<file path="src/rtl/iommu_reg_arbiter.sv">
// Round-robin arbiter funnelling N_REQ register requesters onto one IOMMU register port.
// Optional downstream timeout is enabled by defining IOMMU_REG_ARB_TIMEOUT_EN.
module iommu_reg_arbiter #(
  parameter int unsigned N_REQ      = 2,
  parameter int unsigned ADDR_WIDTH = 32,
  parameter int unsigned DATA_WIDTH = 64,
  parameter int unsigned TIMEOUT    = 255
) (
  input  logic                             clk_i,
  input  logic                             rst_i,
  input  logic [N_REQ-1:0]                 req_valid_i,
  input  logic [N_REQ-1:0]                 req_write_i,
  input  logic [N_REQ*ADDR_WIDTH-1:0]      req_addr_i,
  input  logic [N_REQ*DATA_WIDTH-1:0]      req_wdata_i,
  input  logic [N_REQ*(DATA_WIDTH/8)-1:0]  req_wstrb_i,
  output logic [N_REQ-1:0]                 req_ready_o,
  output logic [DATA_WIDTH-1:0]            rsp_rdata_o,
  output logic                             rsp_error_o,
  output logic                             reg_valid_o,
  output logic                             reg_write_o,
  output logic [ADDR_WIDTH-1:0]            reg_addr_o,
  output logic [DATA_WIDTH-1:0]            reg_wdata_o,
  output logic [DATA_WIDTH/8-1:0]          reg_wstrb_o,
  input  logic                             reg_ready_i,
  input  logic [DATA_WIDTH-1:0]            reg_rdata_i,
  input  logic                             reg_error_i,
  output logic [$clog2(N_REQ)-1:0]         gnt_idx_o,
  output logic                             busy_o
);

  localparam int unsigned StrbW = DATA_WIDTH / 8;
  localparam int unsigned IdxW  = $clog2(N_REQ);

  if (N_REQ < 2 || N_REQ > 8) begin : gen_chk_nreq
    $error("N_REQ out of range");
  end
  if (TIMEOUT < 1 || TIMEOUT > 65535) begin : gen_chk_timeout
    $error("TIMEOUT out of range");
  end

  typedef enum logic [1:0] {StIdle, StBusy, StResp} state_e;

  state_e                 state_q;
  logic [IdxW-1:0]        last_q;
  logic [IdxW-1:0]        gnt_q;
  logic [N_REQ-1:0]       req_ready_q;
  logic [DATA_WIDTH-1:0]  rsp_rdata_q;
  logic                   rsp_error_q;
  logic                   reg_valid_q;
  logic                   reg_write_q;
  logic [ADDR_WIDTH-1:0]  reg_addr_q;
  logic [DATA_WIDTH-1:0]  reg_wdata_q;
  logic [StrbW-1:0]       reg_wstrb_q;
`ifdef IOMMU_REG_ARB_TIMEOUT_EN
  logic [15:0]            cnt_q;
`endif

  logic                   any_valid;
  logic [IdxW-1:0]        pick;
  logic [IdxW-1:0]        idx;

  // Search starts one past the last grant so every requester gets its turn.
  always_comb begin
    any_valid = 1'b0;
    pick      = last_q;
    idx       = '0;
    for (int unsigned k = 1; k <= N_REQ; k++) begin
      idx = IdxW'((32'(last_q) + k) % N_REQ);
      if (!any_valid && req_valid_i[idx]) begin
        any_valid = 1'b1;
        pick      = idx;
      end
    end
  end

  always_ff @(posedge clk_i) begin
    if (rst_i) begin
      state_q     <= StIdle;
      last_q      <= IdxW'(N_REQ - 1);
      gnt_q       <= '0;
      req_ready_q <= '0;
      rsp_rdata_q <= '0;
      rsp_error_q <= 1'b0;
      reg_valid_q <= 1'b0;
      reg_write_q <= 1'b0;
      reg_addr_q  <= '0;
      reg_wdata_q <= '0;
      reg_wstrb_q <= '0;
`ifdef IOMMU_REG_ARB_TIMEOUT_EN
      cnt_q       <= '0;
`endif
    end else begin
      unique case (state_q)
        StIdle: begin
          if (any_valid) begin
            gnt_q       <= pick;
            last_q      <= pick;
            reg_valid_q <= 1'b1;
            reg_write_q <= req_write_i[pick];
            reg_addr_q  <= req_addr_i[pick*ADDR_WIDTH +: ADDR_WIDTH];
            reg_wdata_q <= req_wdata_i[pick*DATA_WIDTH +: DATA_WIDTH];
            reg_wstrb_q <= req_wstrb_i[pick*StrbW +: StrbW];
`ifdef IOMMU_REG_ARB_TIMEOUT_EN
            cnt_q       <= '0;
`endif
            state_q     <= StBusy;
          end
        end
        StBusy: begin
          if (reg_ready_i) begin
            rsp_rdata_q <= reg_write_q ? '0 : reg_rdata_i;
            rsp_error_q <= reg_error_i;
            reg_valid_q <= 1'b0;
            req_ready_q <= N_REQ'(1) << gnt_q;
            state_q     <= StResp;
          end
`ifdef IOMMU_REG_ARB_TIMEOUT_EN
          // Last waiting cycle: abandon the access and report an error.
          else if (cnt_q == 16'(TIMEOUT - 1)) begin
            rsp_rdata_q <= '0;
            rsp_error_q <= 1'b1;
            reg_valid_q <= 1'b0;
            req_ready_q <= N_REQ'(1) << gnt_q;
            state_q     <= StResp;
          end else begin
            cnt_q <= cnt_q + 16'd1;
          end
`endif
        end
        StResp: begin
          req_ready_q <= '0;
          state_q     <= StIdle;
        end
        default: state_q <= StIdle;
      endcase
    end
  end

  assign req_ready_o = req_ready_q;
  assign rsp_rdata_o = rsp_rdata_q;
  assign rsp_error_o = rsp_error_q;
  assign reg_valid_o = reg_valid_q;
  assign reg_write_o = reg_write_q;
  assign reg_addr_o  = reg_addr_q;
  assign reg_wdata_o = reg_wdata_q;
  assign reg_wstrb_o = reg_wstrb_q;
  assign gnt_idx_o   = gnt_q;
  assign busy_o      = (state_q != StIdle);

endmodule

</file>
<file path="config.mk">
export PLATFORM = sky130hd
export DESIGN_NAME = iommu_reg_arbiter
export DESIGN_NICKNAME = d
export VERILOG_FILES = /design/src/rtl/iommu_reg_arbiter.sv
export SDC_FILE = /design/constraint.sdc
export NUM_CORES = 1
export LEC_CHECK = 0
export BUFFER_PORTS_ARGS = -buffer_cell sky130_fd_sc_hd__buf_2
export CELL_PAD_IN_SITES_DETAIL_PLACEMENT = 1
export CELL_PAD_IN_SITES_GLOBAL_PLACEMENT = 1
export CORE_ASPECT_RATIO = 0.5
export CORE_MARGIN = 5
export CORE_UTILIZATION = 33
export CTS_CLUSTER_SIZE = 40
export DETAILED_ROUTE_END_ITERATION = 7
export PLACE_DENSITY = 0.84
export SYNTH_ARGS = -nofsm -noshare
export SYNTH_HDL_FRONTEND = slang
export SYNTH_SLANG_ARGS = --single-unit
</file>
<file path="constraint.sdc">
create_clock -name clk_i -period 4.1 [get_ports clk_i]
set_input_delay 0.41 -clock clk_i [delete_from_list [all_inputs] [get_ports clk_i]]
set_output_delay 0.41 -clock clk_i [all_outputs]
set_load 0.1 [all_outputs]
</file>
Yosys cells after proc, flatten, opt, wreduce, memory -nomap -nowiden

Cells that the tools add are included.

Word-level logic and storage cells: 54
Input bits: 280
Register bits: 177
Output and inout bits: 175

Reductions and logical operators: 11
Muxes and demuxes: 19
Add/subtract/negate cells: 2
Order comparisons: 3
Shifts and indexed selects: 4
Eq/ne operators: 4

Operators with widths:

| operator                                                               | number |
|---|---|
| 128-bit by 8-bit variable part select with 64-bit output               | 1 |
| 64-bit two-way mux                                                     | 1 |
| 64-bit by 7-bit variable part select with 32-bit output                | 1 |
| 16-bit by 5-bit variable part select with 8-bit output                 | 1 |
| 1-bit two-way mux                                                      | 12 |
| 2-bit case mux with 2 select lines                                     | 2 |
| 2-bit AND reduction                                                    | 4 |
| 1-bit by 2-bit < comparator with 1-bit output (second input constant)  | 3 |
| 2-bit two-way mux                                                      | 3 |
| 2-bit nonzero test                                                     | 3 |
| 2-bit != test (second input constant)                                  | 2 |
| 3-bit AND reduction                                                    | 1 |
| 1-bit adder (second input constant)                                    | 2 |
| 2-bit by 1-bit equality test with 1-bit output (second input constant) | 1 |
| 2-bit equality test (second input constant)                            | 1 |
| 2-bit logical NOT                                                      | 1 |
| 1-bit case mux with 2 select lines                                     | 1 |
| 1-bit by 1-bit << shifter with 2-bit output (first input constant)     | 1 |
| 1-bit logical AND                                                      | 1 |
| 1-bit logical NOT                                                      | 1 |

Depth between registers and ports, before layout

Gate-level depths: netlist (run 1).

Depth in word-level cells: 9
Depth in mapped cells: 6
Depth with buffers taken out: 4

Least setup slack after synthesis (run 1)

OpenSTA, ideal clock, no wires.

Path kind: flip-flop to flip-flop
Start: register reg_write_q (netlist: reg_write_o)
End: register rsp_rdata_q[0] (netlist: rsp_rdata_o[0])
Arrival time: 1.544 ns
Required time: 3.982 ns
Stages on the path, launching flop included: 4
Period minus slack after synthesis: 1.661 ns
Slack: 2.439 ns
Library setup time: 0.118 ns
Buffers on the path: 1
Path through: dfxtp_1 nor3_4 buf_6 a22o_1

Longest elaborated chain between the ends: 1

RTL lines:

| item                   | line | text |
|---|---|---|
| from (decl)            | 50   | `logic reg_write_q;` |
| from (signal assigned) | 99   | `reg_write_q <= req_write_i[pick];` |
| 64-bit two-way mux     | 111  | `rsp_rdata_q <= reg_write_q ? '0 : reg_rdata_i;` |
| to (signal assigned)   | 111  |  |
| to (decl)              | 47   | `logic [DATA_WIDTH-1:0] rsp_rdata_q;` |

Every way passes these cells.
A chain may end at the register's enable or synchronous reset.

Final worst setup path (run 1)

Start: register state_q[0]
End: register reg_wdata_q[29] (netlist: reg_wdata_o[29])

Longest elaborated chain between the ends: 2

RTL lines:

| item                          | line | text |
|---|---|---|
| from (decl)                   | 43   | `state_e state_q;` |
| from (signal assigned)        | 78   | `state_q <= StIdle;` |
| from (signal assigned)        | 106  | `state_q <= StBusy;` |
| from (signal assigned)        | 115  | `state_q <= StResp;` |
| 2-bit logical NOT             | 93   | `unique case (state_q)` |
| 2-bit AND reduction (no line) | --   |  |
| to (signal assigned)          | 101  | `reg_wdata_q <= req_wdata_i[pick*DATA_WIDTH +: DATA_WIDTH];` |
| to (decl)                     | 52   | `logic [DATA_WIDTH-1:0] reg_wdata_q;` |

Every way passes these cells.

==> run metrics, run 1 <==
period utilization=58.6%; critical path class=flip-flop to flip-flop; Setup crit end kind=flip-flop; CTS Buf Count=17; unique cell type count in the Yosys netlist=31; initial antenna violation count=9; total track usage=24.3%; Hold-fix buffers, CTS=0; Via Count=8640; vias in the first global route=8936; TritonRoute pass-1 iters=5; Clk network pwr share=27.6%; Fin. Hold Viols=0; RD Place Congestion=0.962; largest net degree at the start of global routing=107; Reg power frac=34.6%; Mean Syn Cell Area=9.61 sq um; Fin Clk Skew=0.0143 ns; remaining antenna violation count=0; Sw Share=45.8%; RSZ-0062 raised after global routing=false; Final nets=1463; RR Endpoint=reg_wdata_o[29]; die area=0.0267 sq mm; CP Launch Type=flip-flop; Root Buffer=clkbuf_16; Bufs on Longest Clock Path=2; # clock sinks=177; HPWL Detailed=24300 microns; share of layout cells above drive strength 1=46.0%; postcts setup bufs=0; Setup WS post-layout=1.70 ns; R2R depth=5; CTS tree=built; status=finished, final reports clean; post-DR wirelength/cell=22.8 microns; leakage dissipation=4.74 nW; vias per inst=5.72; f_max=416 MHz; Core Util, Final=45.6%; starting density of the core=33.7%; type of the worst min-delay path=input port to flip-flop; post-layout minimum cycle time=2.40 ns; Synth warnings=0; Peak VDD IR=0.000253 V; combinational share of power=37.9%; Post-DP Area=0.00986 sq mm; Die W=226 microns; max-cap violations=0; max_slew headroom=14.7%; worst slack, placed=1.68 ns; clock latency on the worst-skew pair=0.44 ns; Post-CTS Resized=0; Port Buf Inserts=454; sequential fraction of the synthesis area=46.0%; share of the synthesized area in the top cell type=46.0%; Die Y=118 microns; htree depth=4; # DRC=0; Int Pwr=3.12 mW; IO Count=455; CP arrival=2.68 ns; post-synthesis cell count=802; area grow syn2layout=35.5%; Syn Std Cell Area=0.00771 sq mm; cell row count=39; pwr/cell area=551 mW/mm^2; Setup TNS=0 ns; worst-margin pin slew=1.28 ns; total wire length=34400 microns; RR Startpoint=state_q[0]; final-report setup violation count=0; post-route cell area=0.0104 sq mm; reg-to-reg slack, setup=1.70 ns; CP Capture Point=reg_wdata_o[29]; core outline area=0.0229 sq mm; CP Data Required Time=4.38 ns; Slew Viols, Final=0; Psw=2.64 mW; Area contributors post-synth=dfxtp_1 (46%), a311oi_2 (7.6%), a311oi_1 (7.5%); register bit total from synthesis=177; crit path from=state_q[0]; clk slew on worst S/H paths=0.08 ns; initial DRC count=539; Synth area leader=dfxtp_1; GR Overflow Total=0; CP max FO=38; first-pass GRT wire length=52000 microns; Post-Syn Nets=1082
## cell families (layout without fill, tap and decap cells)
logic type | count (synthesis) | after routing | share of synthesized area [%]
compound gates | 389 | 389 | 36.6
buf+inv | 106 | 500 | 8.12
flops | 177 | 177 | 46.0
mux | 1 | 1 | 0.130
other cells | 0 | 7 | 0
simple gates | 129 | 129 | 9.14
## worst min path at each step
stage / from / end / slack [ns] / cells after the start
final: reg_rdata_i[61] / rsp_rdata_o[61] / 0.17 / 2
after CTS: reg_rdata_i[61] / rsp_rdata_o[61] / 0.14 / 2
after detailed placement: reg_valid_o / reg_valid_o / 0.45 / 2
after floorplan: last_q / last_q / 0.53 / 2
after global placement: reg_valid_o / reg_valid_o / 0.45 / 2
after global routing: reg_rdata_i[62] / rsp_rdata_o[62] / 0.15 / 2
## worst max-delay path, cell delays in order, from the launching register on
cell,delay [ns]
dfxtp_1,0.41
nor2_4,0.26
inv_2,0.10
nor2_4,0.71
buf_4,0.55
a311oi_1,0.19
## registers in the layout, summed over array words and instances (netlist names)
register,count
state_q,2
rsp_rdata_o,64
rsp_error_o,1
reg_wdata_o,64
reg_valid_o,1
reg_write_o,1
last_q,1
reg_addr_o,32
req_ready_o,2
reg_wstrb_o,8
gnt_idx_o,1
## layer usage
metal	vias up	track usage [%]	part of all wire (%)	wire [microns]
met2	307	42.7	51	17600
li1	3883	-	-	-
met1	4364	29.0	40	13800
met4	4	10.8	3.9	1330
met5	-	0	0.055	19
met3	82	4.36	5.0	1720
## synth_stat cells, drive strengths merged
cell    number
mux2i        1
nand2        5
or3b         1
buf         67
a22o        64
nand4        1
a21oi      111
nor3         1
a311oi     105
nor2         6
nor2b        1
o21ai      109
dfxtp      177
nor3b        1
and2         3
and3b        1
nand3      105
inv          1
nand3b       2
clkbuf      38
or2          2
## layout by cell type, fill, tap and decap left out
cell type and count:
clkinv_8 1, nor3_4 1, a311oi_1 66, nor2_1 3, clkbuf_16 17, dfxtp_1 177, inv_2 1, clkinvlp_4 2
o21ai_0 100, buf_4 14, and2_1 2, nand3b_4 1, or3b_2 1, or2_4 2, diode_2 7, nand3b_1 1
clkbuf_8 1, nand2_1 4, nand3_1 105, mux2i_1 1, o21ai_1 9, and2_4 1, nor3b_1 1, buf_2 453
nor2_4 3, inv_8 1, nor2b_4 1, clkinv_2 2, a22o_1 64, clkinv_4 3, a21oi_1 111, nand2_4 1
a311oi_2 39, and3b_1 1, nand4_1 1, inv_6 5
## stage by stage
stage | hold slack [ns] | std cells | total power [mW]
floorplan | 0.532 | 802 | 3.75
global placement | 0.453 | 1471 | 4.15
detailed placement | 0.454 | 1471 | 4.20
CTS | 0.141 | 1503 | 5.80
global route | 0.152 | 1510 | 5.96
finish | 0.172 | 1510 | 5.76
## power by group through the flow
stage / registers [mW] / logic, mW / clock network [mW]
floorplan: 3.17 / 0.577 / 0
global placement: 2.01 / 2.14 / 0
detailed placement: 2.02 / 2.17 / 0
CTS: 1.99 / 2.18 / 1.63
global route: 2.01 / 2.27 / 1.69
finish: 1.99 / 2.18 / 1.59
## layout make-up
cell class	instances	area, sq um
Fill cell	2803	12400
Multi-Input combinational cell	519	3560
Sequential cell	177	3540
Timing Repair Buffer	467	2370
Clock buffer	18	439
Tap cell	307	384
Clock inverter	14	123
Antenna cell	7	17.5
Inverter	1	3.75
Power figures use the tool's default switching activity.
==> run 2, diff against run 1 <==
--- a/config.mk
+++ b/config.mk
@@ -10,10 +10,10 @@
 export CELL_PAD_IN_SITES_GLOBAL_PLACEMENT = 1
 export CORE_ASPECT_RATIO = 0.5
 export CORE_MARGIN = 5
-export CORE_UTILIZATION = 33
+export CORE_UTILIZATION = 31
 export CTS_CLUSTER_SIZE = 40
 export DETAILED_ROUTE_END_ITERATION = 7
-export PLACE_DENSITY = 0.84
+export PLACE_DENSITY = 0.79
 export SYNTH_ARGS = -nofsm -noshare
 export SYNTH_HDL_FRONTEND = slang
 export SYNTH_SLANG_ARGS = --single-unit
==> constraint.sdc (replaced) <==
create_clock -name clk_i -period 2.3 [get_ports clk_i]
set_input_delay 0.23 -clock clk_i [delete_from_list [all_inputs] [get_ports clk_i]]
set_output_delay 0.23 -clock clk_i [all_outputs]
set_load 0.1 [all_outputs]
==> run 2 against run 1 <==
Hold slack lost 0.15 ns. Combinational power up 86%. Largest power group unchanged. Clock power grew 83%. Non-clock buffer count is 64 higher. Highest routed layer unchanged. Sequential cell count did not move. Utilization is 1.0 points higher. Final area increased by 8.2%. Via count increased by 4.9%. Critical endpoint is now busy_o. Global-route usage is 0.62 points higher. Critical path depth down 2. Count of clock-buffer cells in the layout is 1 lower. Worst setup slack got worse by 1.2 ns.
==> run metrics, run 2 (synthesis gave the netlist of run 1 again) <==
IO Count=455 (unchanged); Root Buffer=clkbuf_16; f_max=551 MHz; combinational share of power=38.6% (+0.7 points); initial antenna violation count=11 (+2); final-report setup violation count=0 (unchanged); Final nets=1527 (+4.4%); clock latency on the worst-skew pair=0.45 ns (about the same); # DRC=0 (unchanged); max-cap violations=0 (unchanged); starting density of the core=31.8% (-1.9 points); worst hold margin=0.0235 ns (-0.149 ns); Die W=233 microns (+3.0%); first-pass GRT wire length=55400 microns (+6.5%); largest net degree at the start of global routing=109 (+1.9%); share of layout cells above drive strength 1=44.1% (-1.9 points); Psw=4.83 mW (+83%); vias per inst=5.64 (-1.4%); total track usage=24.9% (+0.62 points); type of the worst min-delay path=input port to flip-flop; htree depth=4 (unchanged); Via Count=9064 (+4.9%); pwr/cell area=930 mW/mm^2 (+69%); initial DRC count=528 (-2.0%); placed insts=1506 (+2.4%); Fin. Hold Viols=0 (unchanged); GR Overflow Total=0 (unchanged); area grow syn2layout=46.6%; clk slew on worst S/H paths=0.08 ns (about the same); RD Place Congestion=0.872 (-9.4%); Slew Viols, Final=0 (unchanged); period utilization=79.0%; post-layout minimum cycle time=1.82 ns; HPWL Detailed=24300 microns (-0.30%); Peak VDD IR=0.000482 V (+91%); non-filler cells in the finished layout=1606 (+6.4%); CTS Buf Count=17 (unchanged); Bufs on Longest Clock Path=2 (unchanged); post-DR wirelength/cell=23.5 microns (+3.0%); max_slew headroom=57.3% (+43 points); critical path class=flip-flop to output port; CP Data Required Time=2.07 ns (-2.31 ns); worst slack, placed=0.547 ns (-1.13 ns); leakage dissipation=5.09 nW (+7.3%); Sw Share=46.0% (+0.13 points); CP max FO=6 (-84%); die area=0.0283 sq mm (+6.0%); Port Buf Inserts=454 (unchanged); worst-margin pin slew=0.641 ns (-0.638 ns); RSZ-0062 raised after global routing=false; postcts setup bufs=0 (unchanged); Clk network pwr share=27.7% (about the same); CTS tree=built; Reg power frac=33.7% (-0.9 points); CP arrival=1.59 ns (-1.09 ns); Core Util, Final=46.6% (+1.0 points); status=finished, final reports clean; Setup WS post-layout=0.484 ns (-1.21 ns); total wire length=37700 microns (+9.6%); CP Launch Type=flip-flop; commonest non-fill, non-tap cell in the layout=buf_2; most frequent cells in the layout=buf_2 (453), dfxtp_1 (177), a21oi_1 (111); Die Y=122 microns (+2.9%); Setup crit end kind=output port; vias in the first global route=9218 (+3.2%); cell row count=40 (+2.6%); # clock sinks=177 (unchanged); TritonRoute pass-1 iters=5 (unchanged); Setup TNS=0 ns (unchanged); core outline area=0.0242 sq mm (+5.8%); Int Pwr=5.68 mW (+82%); Fin Clk Skew=0.0143 ns (-0.0000128 ns); remaining antenna violation count=0 (unchanged)
-- run 2: layout make-up --
class | count | area, sq um
inverters | 1 | 3.75
flip-flops and latches | 177 | 3540
diodes | 11 | 27.5
clock inverters | 14 | 145
fillers | 2927 | 12900
multi-input cells | 519 | 3560
clock buffers | 17 | 425
repair buffers | 531 | 3170
well taps | 336 | 420
-- run 2: worst paths after layout --
check | start | endpoint | slack, ns | depth (start not counted)
worst min-delay path | reg_rdata_i[36] | rsp_rdata_o[36] | 0.02 | 2
worst min register to register | req_ready_o[1] | req_ready_o[1] | 0.47 | 2
worst max-delay path | state_q[0] | busy_o | 0.48 | 3
worst max register to register | last_q | reg_addr_o[3] | 0.52 | 4
-- run 2: metal layers --
layer  part of all wire (%)  global-route usage, %  up-vias
met5                  0.066                      0        -
met4                    4.5                   13.0        4
met3                    4.8                   5.52      125
met2                     53                   45.0      388
met1                     38                   27.7     4523
li1                       -                      -     4024
-- run 2: power by group through the flow --
stage / logic, mW / clock network, mW / registers, mW
after global placement: 3.88 / 0 / 3.58
after CTS: 4.04 / 2.97 / 3.53
after floorplan: 1.03 / 0 / 5.65
after detailed placement: 3.95 / 0 / 3.60
final: 4.05 / 2.91 / 3.54
after global routing: 4.21 / 3.11 / 3.58
-- run 2: what timing repair did --
action,in CTS,in global routing
hold buffers,58,0
resized for setup,0,0
hold endpoints to repair,58,0
-- run 2: metrics by stage --
step	power [mW]	area [sq um]
4_1_cts	10.5	11300
5_1_grt	10.9	11300
2_1_floorplan	6.68	7710
6_report	10.5	11300
3_3_place_gp	7.47	10100
3_5_place_dp	7.55	10100
-- run 2: worst max-delay path, cell delays in order, from the launching register on --
cell and delay, ns:
dfxtp_1 0.50, nor2_4 0.08, inv_2 0.10, buf_2 0.44
